<file path="src/rtl/mem_ctrl_arbiter_if.sv">
// Bus bundle between the icache/dcache pair, the memory arbiter and main memory.
// slave is the arbiter's view; master is the caches-plus-memory side.
interface mem_ctrl_arbiter_if #(
  parameter int XLEN     = 32,
  parameter int NUM_TAGS = 16
);
  localparam int TAG_W = $clog2(NUM_TAGS);

  logic [1:0]       icache2ctlr_command;
  logic [XLEN-1:0]  icache2ctlr_addr;
  logic [1:0]       dcache2ctlr_command;
  logic [XLEN-1:0]  dcache2ctlr_addr;
  logic [63:0]      dcache2ctlr_data;

  logic [TAG_W-1:0] Ctlr2icache_response;
  logic [63:0]      Ctlr2icache_data;
  logic [TAG_W-1:0] Ctlr2icache_tag;
  logic [TAG_W-1:0] Ctlr2proc_response;
  logic [63:0]      Ctlr2proc_data;
  logic [TAG_W-1:0] Ctlr2proc_tag;

  logic [1:0]       proc2mem_command;
  logic [XLEN-1:0]  proc2mem_addr;
  logic [63:0]      proc2mem_data;
  logic [TAG_W-1:0] mem2proc_response;
  logic [63:0]      mem2proc_data;
  logic [TAG_W-1:0] mem2proc_tag;

  modport slave (
    input  icache2ctlr_command, icache2ctlr_addr,
    input  dcache2ctlr_command, dcache2ctlr_addr, dcache2ctlr_data,
    output Ctlr2icache_response, Ctlr2icache_data, Ctlr2icache_tag,
    output Ctlr2proc_response, Ctlr2proc_data, Ctlr2proc_tag,
    output proc2mem_command, proc2mem_addr, proc2mem_data,
    input  mem2proc_response, mem2proc_data, mem2proc_tag
  );

  modport master (
    output icache2ctlr_command, icache2ctlr_addr,
    output dcache2ctlr_command, dcache2ctlr_addr, dcache2ctlr_data,
    input  Ctlr2icache_response, Ctlr2icache_data, Ctlr2icache_tag,
    input  Ctlr2proc_response, Ctlr2proc_data, Ctlr2proc_tag,
    input  proc2mem_command, proc2mem_addr, proc2mem_data,
    output mem2proc_response, mem2proc_data, mem2proc_tag
  );
endinterface

</file>
<file path="src/rtl/mem_ctrl_arbiter.sv">
// Arbitrates icache/dcache requests onto single-ported memory, tracks which cache
// owns each outstanding load tag, and steers returned data only to that owner.
module mem_ctrl_arbiter #(
  parameter int XLEN         = 32,
  parameter int NUM_TAGS     = 16,
  parameter int STARVE_LIMIT = 4
) (
  input  logic                          clock,
  input  logic                          reset,
  mem_ctrl_arbiter_if.slave             bus,
  output logic [$clog2(NUM_TAGS+1)-1:0] outstanding_cnt,
  output logic                          orphan_err
);

  localparam int TAG_W = $clog2(NUM_TAGS);
  localparam int CNT_W = $clog2(NUM_TAGS+1);
  localparam int SW    = $clog2(STARVE_LIMIT+1);

  localparam logic [1:0] BUS_NONE  = 2'd0;
  localparam logic [1:0] BUS_LOAD  = 2'd1;

  logic [NUM_TAGS-1:0] valid, valid_nxt;
  logic [NUM_TAGS-1:0] owner_icache, owner_icache_nxt;
  logic [SW-1:0]       starve_cnt, starve_nxt;
  logic [CNT_W-1:0]    cnt_nxt;
  logic                orphan_nxt;

  logic                icache_req, dcache_req;
  logic                grant_i, grant_d;
  logic [1:0]          grant_cmd;
  logic                accepted, load_accept;
  logic                ret_valid, ret_hit, ret_to_icache;

  // Grant: dcache wins ties unless icache has lost STARVE_LIMIT times in a row.
  always_comb begin
    icache_req  = (bus.icache2ctlr_command != BUS_NONE);
    dcache_req  = (bus.dcache2ctlr_command != BUS_NONE);
    grant_i     = icache_req && (!dcache_req || (starve_cnt == SW'(STARVE_LIMIT)));
    grant_d     = dcache_req && !grant_i;
    grant_cmd   = grant_i ? bus.icache2ctlr_command :
                  grant_d ? bus.dcache2ctlr_command : BUS_NONE;
    accepted    = (bus.mem2proc_response != '0);
    load_accept = accepted && (grant_cmd == BUS_LOAD);
  end

  always_comb begin
    ret_valid     = (bus.mem2proc_tag != '0);
    ret_hit       = ret_valid && valid[bus.mem2proc_tag];
    ret_to_icache = owner_icache[bus.mem2proc_tag];
  end

  // Outputs are forced quiet while reset is held, independent of the inputs.
  always_comb begin
    bus.proc2mem_command     = BUS_NONE;
    bus.proc2mem_addr        = '0;
    bus.proc2mem_data        = '0;
    bus.Ctlr2icache_response = '0;
    bus.Ctlr2proc_response   = '0;
    bus.Ctlr2icache_tag      = '0;
    bus.Ctlr2icache_data     = '0;
    bus.Ctlr2proc_tag        = '0;
    bus.Ctlr2proc_data       = '0;
    if (reset) begin
      if (grant_i) begin
        bus.proc2mem_command     = bus.icache2ctlr_command;
        bus.proc2mem_addr        = bus.icache2ctlr_addr;
        bus.Ctlr2icache_response = bus.mem2proc_response;
      end else if (grant_d) begin
        bus.proc2mem_command   = bus.dcache2ctlr_command;
        bus.proc2mem_addr      = bus.dcache2ctlr_addr;
        bus.proc2mem_data      = bus.dcache2ctlr_data;
        bus.Ctlr2proc_response = bus.mem2proc_response;
      end
      if (ret_hit) begin
        if (ret_to_icache) begin
          bus.Ctlr2icache_tag  = bus.mem2proc_tag;
          bus.Ctlr2icache_data = bus.mem2proc_data;
        end else begin
          bus.Ctlr2proc_tag  = bus.mem2proc_tag;
          bus.Ctlr2proc_data = bus.mem2proc_data;
        end
      end
    end
  end

  // Return clear goes first so a same-cycle accept on that tag re-owns the entry.
  always_comb begin
    valid_nxt        = valid;
    owner_icache_nxt = owner_icache;
    if (ret_hit)
      valid_nxt[bus.mem2proc_tag] = 1'b0;
    if (load_accept) begin
      valid_nxt[bus.mem2proc_response]        = 1'b1;
      owner_icache_nxt[bus.mem2proc_response] = grant_i;
    end
    cnt_nxt = '0;
    for (int i = 0; i < NUM_TAGS; i++)
      cnt_nxt = cnt_nxt + CNT_W'(valid_nxt[i]);
    orphan_nxt = orphan_err | (ret_valid && !ret_hit);
  end

  // A rejected icache grant keeps the count so icache stays at the front.
  always_comb begin
    starve_nxt = starve_cnt;
    if (!icache_req)
      starve_nxt = '0;
    else if (grant_i) begin
      if (accepted)
        starve_nxt = '0;
    end else if (starve_cnt != SW'(STARVE_LIMIT))
      starve_nxt = starve_cnt + SW'(1);
  end

  always_ff @(posedge clock or negedge reset) begin
    if (!reset) begin
      valid           <= '0;
      owner_icache    <= '0;
      starve_cnt      <= '0;
      outstanding_cnt <= '0;
      orphan_err      <= 1'b0;
    end else begin
      valid           <= valid_nxt;
      owner_icache    <= owner_icache_nxt;
      starve_cnt      <= starve_nxt;
      outstanding_cnt <= cnt_nxt;
      orphan_err      <= orphan_nxt;
    end
  end

endmodule
</file>
<file path="src/flat_wrapper.sv">
// flat-port wrapper written by rule: the top's interface ports become plain ports
module mem_ctrl_arbiter_flat 
#(
  parameter int XLEN         = 32,
  parameter int NUM_TAGS     = 16,
  parameter int STARVE_LIMIT = 4
)
  (clock, reset, outstanding_cnt, orphan_err, bus_icache2ctlr_command, bus_icache2ctlr_addr, bus_dcache2ctlr_command, bus_dcache2ctlr_addr, bus_dcache2ctlr_data, bus_Ctlr2icache_response, bus_Ctlr2icache_data, bus_Ctlr2icache_tag, bus_Ctlr2proc_response, bus_Ctlr2proc_data, bus_Ctlr2proc_tag, bus_proc2mem_command, bus_proc2mem_addr, bus_proc2mem_data, bus_mem2proc_response, bus_mem2proc_data, bus_mem2proc_tag);
  mem_ctrl_arbiter_if #(.XLEN(XLEN), .NUM_TAGS(NUM_TAGS)) bus_i ();
  input  logic clock;
  input  logic reset;
  output logic [$clog2(NUM_TAGS+1)-1:0] outstanding_cnt;
  output logic orphan_err;
  input wire logic [$bits(bus_i.icache2ctlr_command)-1:0] bus_icache2ctlr_command;
  input wire logic [$bits(bus_i.icache2ctlr_addr)-1:0] bus_icache2ctlr_addr;
  input wire logic [$bits(bus_i.dcache2ctlr_command)-1:0] bus_dcache2ctlr_command;
  input wire logic [$bits(bus_i.dcache2ctlr_addr)-1:0] bus_dcache2ctlr_addr;
  input wire logic [$bits(bus_i.dcache2ctlr_data)-1:0] bus_dcache2ctlr_data;
  output wire logic [$bits(bus_i.Ctlr2icache_response)-1:0] bus_Ctlr2icache_response;
  output wire logic [$bits(bus_i.Ctlr2icache_data)-1:0] bus_Ctlr2icache_data;
  output wire logic [$bits(bus_i.Ctlr2icache_tag)-1:0] bus_Ctlr2icache_tag;
  output wire logic [$bits(bus_i.Ctlr2proc_response)-1:0] bus_Ctlr2proc_response;
  output wire logic [$bits(bus_i.Ctlr2proc_data)-1:0] bus_Ctlr2proc_data;
  output wire logic [$bits(bus_i.Ctlr2proc_tag)-1:0] bus_Ctlr2proc_tag;
  output wire logic [$bits(bus_i.proc2mem_command)-1:0] bus_proc2mem_command;
  output wire logic [$bits(bus_i.proc2mem_addr)-1:0] bus_proc2mem_addr;
  output wire logic [$bits(bus_i.proc2mem_data)-1:0] bus_proc2mem_data;
  input wire logic [$bits(bus_i.mem2proc_response)-1:0] bus_mem2proc_response;
  input wire logic [$bits(bus_i.mem2proc_data)-1:0] bus_mem2proc_data;
  input wire logic [$bits(bus_i.mem2proc_tag)-1:0] bus_mem2proc_tag;
  assign bus_i.icache2ctlr_command = bus_icache2ctlr_command;
  assign bus_i.icache2ctlr_addr = bus_icache2ctlr_addr;
  assign bus_i.dcache2ctlr_command = bus_dcache2ctlr_command;
  assign bus_i.dcache2ctlr_addr = bus_dcache2ctlr_addr;
  assign bus_i.dcache2ctlr_data = bus_dcache2ctlr_data;
  assign bus_Ctlr2icache_response = bus_i.Ctlr2icache_response;
  assign bus_Ctlr2icache_data = bus_i.Ctlr2icache_data;
  assign bus_Ctlr2icache_tag = bus_i.Ctlr2icache_tag;
  assign bus_Ctlr2proc_response = bus_i.Ctlr2proc_response;
  assign bus_Ctlr2proc_data = bus_i.Ctlr2proc_data;
  assign bus_Ctlr2proc_tag = bus_i.Ctlr2proc_tag;
  assign bus_proc2mem_command = bus_i.proc2mem_command;
  assign bus_proc2mem_addr = bus_i.proc2mem_addr;
  assign bus_proc2mem_data = bus_i.proc2mem_data;
  assign bus_i.mem2proc_response = bus_mem2proc_response;
  assign bus_i.mem2proc_data = bus_mem2proc_data;
  assign bus_i.mem2proc_tag = bus_mem2proc_tag;
  mem_ctrl_arbiter #(.XLEN(XLEN), .NUM_TAGS(NUM_TAGS), .STARVE_LIMIT(STARVE_LIMIT)) u_core (.clock(clock), .reset(reset), .bus(bus_i), .outstanding_cnt(outstanding_cnt), .orphan_err(orphan_err));
endmodule
</file>
<file path="config.mk">
export PLATFORM = sky130hd
export DESIGN_NAME = mem_ctrl_arbiter_flat
export DESIGN_NICKNAME = d
export VERILOG_FILES = /design/src/rtl/mem_ctrl_arbiter_if.sv /design/src/rtl/mem_ctrl_arbiter.sv /design/src/flat_wrapper.sv
export SDC_FILE = /design/constraint.sdc
export NUM_CORES = 1
export LEC_CHECK = 0
export CORE_AREA = 2 2 178 180
export CTS_CLUSTER_DIAMETER = 30
export DETAILED_ROUTE_END_ITERATION = 6
export DIE_AREA = 0 0 180 182
export GPL_ROUTABILITY_DRIVEN = 0
export PLACE_DENSITY_LB_ADDON = 0.15
export SYNTH_ARGS = -nofsm -noshare
export SYNTH_HDL_FRONTEND = slang
export SYNTH_SLANG_ARGS = --single-unit
</file>
<file path="constraint.sdc">
create_clock -name clock -period 13.7 [get_ports clock]
set_input_delay 2.74 -clock clock [delete_from_list [all_inputs] [get_ports clock]]
set_output_delay 2.74 -clock clock [all_outputs]
set_load 0.02 [all_outputs]
</file>
==> reports/metrics.cfg <==
[run_status]
status=finished clean

[yosys]
synth.avg_cell_area_um2=7.128
synth_cells=580
synth.cell_area_um2=4134
yosysWarnings=0
ys_seq_area_share_pct=24.82
ys.flop_type=dfrtp_1
synth-async-reset-ratio_pct=100.0
ys_seq_elements=41
ys_types=33
synth_nets=803
synth_edf_count=0

[final_layout]
final_common_cell=clkdlybuf4s50_1
drive_above_1_share_pct=4.104
diodes=0
final_cell_count_no_fill=1401
nNetsFinal=1221
mostFrequentLayoutCells=clkdlybuf4s50_1, nor2_1, nand2_1
fin_area_um2=9134
utilization_pct=29.48
syn_to_final_growth_pct=120.9

[global_route]
grt_pass1_vias=5593
gr-total-overflow=0
antenna_found_initial=2
grt_max_degree=79
grt_util_all_layers_pct=14.83
grt_pass1_wl_um=36570

[power]
powerDensity_nw_per_um2=85.34
power.leakage_nw=3.586
ir_drop_mv=0.05589
power_uw=779.4

[placement]
placedInstanceArea_um2=8997
portBuffers=453
dp_hpwl_um=22270
dpl.cell_count=1393

[routing]
via_per_inst=3.941
drt-total-wl_um=25930
drc=0
wl_per_cell_um=18.51
vias=5521
drt_first_pass_iters=4
antenna_left=0
dr.first_iter.drc_count=194

[timing]
finalSetupViolations=0
max-slew-margin-rel_pct=33.45
worst_pin_slew_ns=0.9916
finalCritPeriodShare_pct=64.97
period_needed_ns=8.902
max_freq_ghz=0.1123
setup_tns_ns=0
final_hold_viol_count=0
slew_violations=0
worst_clock_skew_ns=0.002426
rsz0062_at_grt=no

[cts]
cts_tree=done
path_clk_slew_ns=0.06
cts_setup_buffers=0
cts.path.max_buffers=2
htreeDepth=2
cts.sinks=41
clk_latency_ns=0.28
cts_resized=0
cts_hold_buf=0
numCtsBuffers=5
root_buffer=clkbuf_16

[worst_setup_path]
r2r-start=u_core.starve_cnt[0]
crit_fanout=78
reg2reg_depth=18
r2r_end=u_core.outstanding_cnt[4]
crit_type=in -> out
required_ns=10.96
startpoint_type=input port
reg2reg_setup_slack_ns=8.37
setup.worst_path.end_class=output pin
crit_arrival_ns=6.16

[floorplan]
die_y_um=182
num_rows=65
fp.dieW_um=180
io_pins=454
fp.dieArea_um2=32760
core_region_area_um2=30990
start_util_pct=13.34

[hold_path]
hold_path.class=reg -> reg
min_to=u_core.owner_icache[0]
min_path_cells=0
min-delay-start=u_core.owner_icache[0]

[job]
maxCapViolCount=0

-- registers in the layout, summed over array words and instances, names as in the netlist --
register                flops
u_core.owner_icache        16
u_core.valid               16
u_core.outstanding_cnt      5
u_core.starve_cnt           3
u_core.orphan_err           1
-- report_power, final --
group          internal [mW]  total [mW]  switching (mW)  leakage [nW]
Sequential             0.153       0.166          0.0137         0.530
Clock                 0.0678       0.113          0.0455        0.0652
Combinational          0.241       0.500           0.258          2.99
-- cell families after synthesis --
kind of cell,synth area share [%]
flops,24.82
fa+ha+maj,6.961
compound gates,11.74
buf+inv,6.658
mux,8.717
simple gates,40.68
xor+xnor,0.4238
-- synthesized netlist by cell type (4+ instances only) --
cell type,number,area (um^2)
ha_1,7,87.58
mux2_2,15,168.9
or2_2,4,25.02
and3_1,6,37.54
inv_1,11,41.29
fa_1,10,200.2
mux4_2,5,112.6
nand3_1,6,30.03
dfrtp_1,41,1026
nand4_1,4,25.02
buf_2,10,50.05
nand2b_1,10,62.56
nor2_1,152,570.6
clkbuf_1,31,116.4
o21ai_0,19,95.09
a22o_1,33,289.0
nand2_1,103,386.6
and2_1,81,506.7
nor2b_1,6,37.54
buf_6,4,45.04
-- worst max-delay path by stage --
| stage | endpoint | slack (ns) | startpoint |
|---|---|---|---|
| 6_report | bus_proc2mem_addr[9] | 4.80 | bus_dcache2ctlr_command[1] |
| 4_1_cts | bus_proc2mem_addr[9] | 4.64 | bus_dcache2ctlr_command[1] |
| 3_3_place_gp | bus_proc2mem_addr[9] | 4.59 | bus_dcache2ctlr_command[1] |
| 5_1_grt | bus_proc2mem_addr[9] | 4.53 | bus_dcache2ctlr_command[1] |
| 3_5_place_dp | bus_proc2mem_addr[9] | 4.65 | bus_dcache2ctlr_command[1] |
| 2_1_floorplan | bus_Ctlr2proc_data[46] | 6.65 | bus_mem2proc_tag[0] |
-- metrics by stage --
| stage | setup WS, ns | hold slack, ns |
|---|---|---|
| 6_report | 4.798 | 0.3728 |
| 5_1_grt | 4.534 | 0.3956 |
| 4_1_cts | 4.643 | 0.3775 |
| 3_5_place_dp | 4.653 | 0.3622 |
| 2_1_floorplan | 6.652 | 0.4218 |
| 3_3_place_gp | 4.585 | 0.3630 |
-- critical path: stages --
cell             delay [ns]
clkdlybuf4s50_1        0.56
o2bb2ai_1              0.17
o21a_1                 0.43
nor2_4                 0.55
buf_4                  0.61
a22o_1                 0.37
clkdlybuf4s50_1        0.70
-- layout make-up --
type	instances	area (um^2)
tap	402	503.0
timing repair buffer	459	4574
inverter	11	41.29
sequential	41	1026
multi-input combinational	480	2853
clock buffer	8	136.4
fill	3380	21850
-- layer usage --
layer / track usage, % / share of wire (%) / vias up
met5: 0 / 0.089 / -
met4: 3.285 / 1.9 / 4
met3: 4.252 / 8.1 / 22
met2: 29.70 / 54 / 310
met1: 14.97 / 36 / 2483
li1: - / - / 2702
No activity file was read; power rests on OpenSTA's default activity.
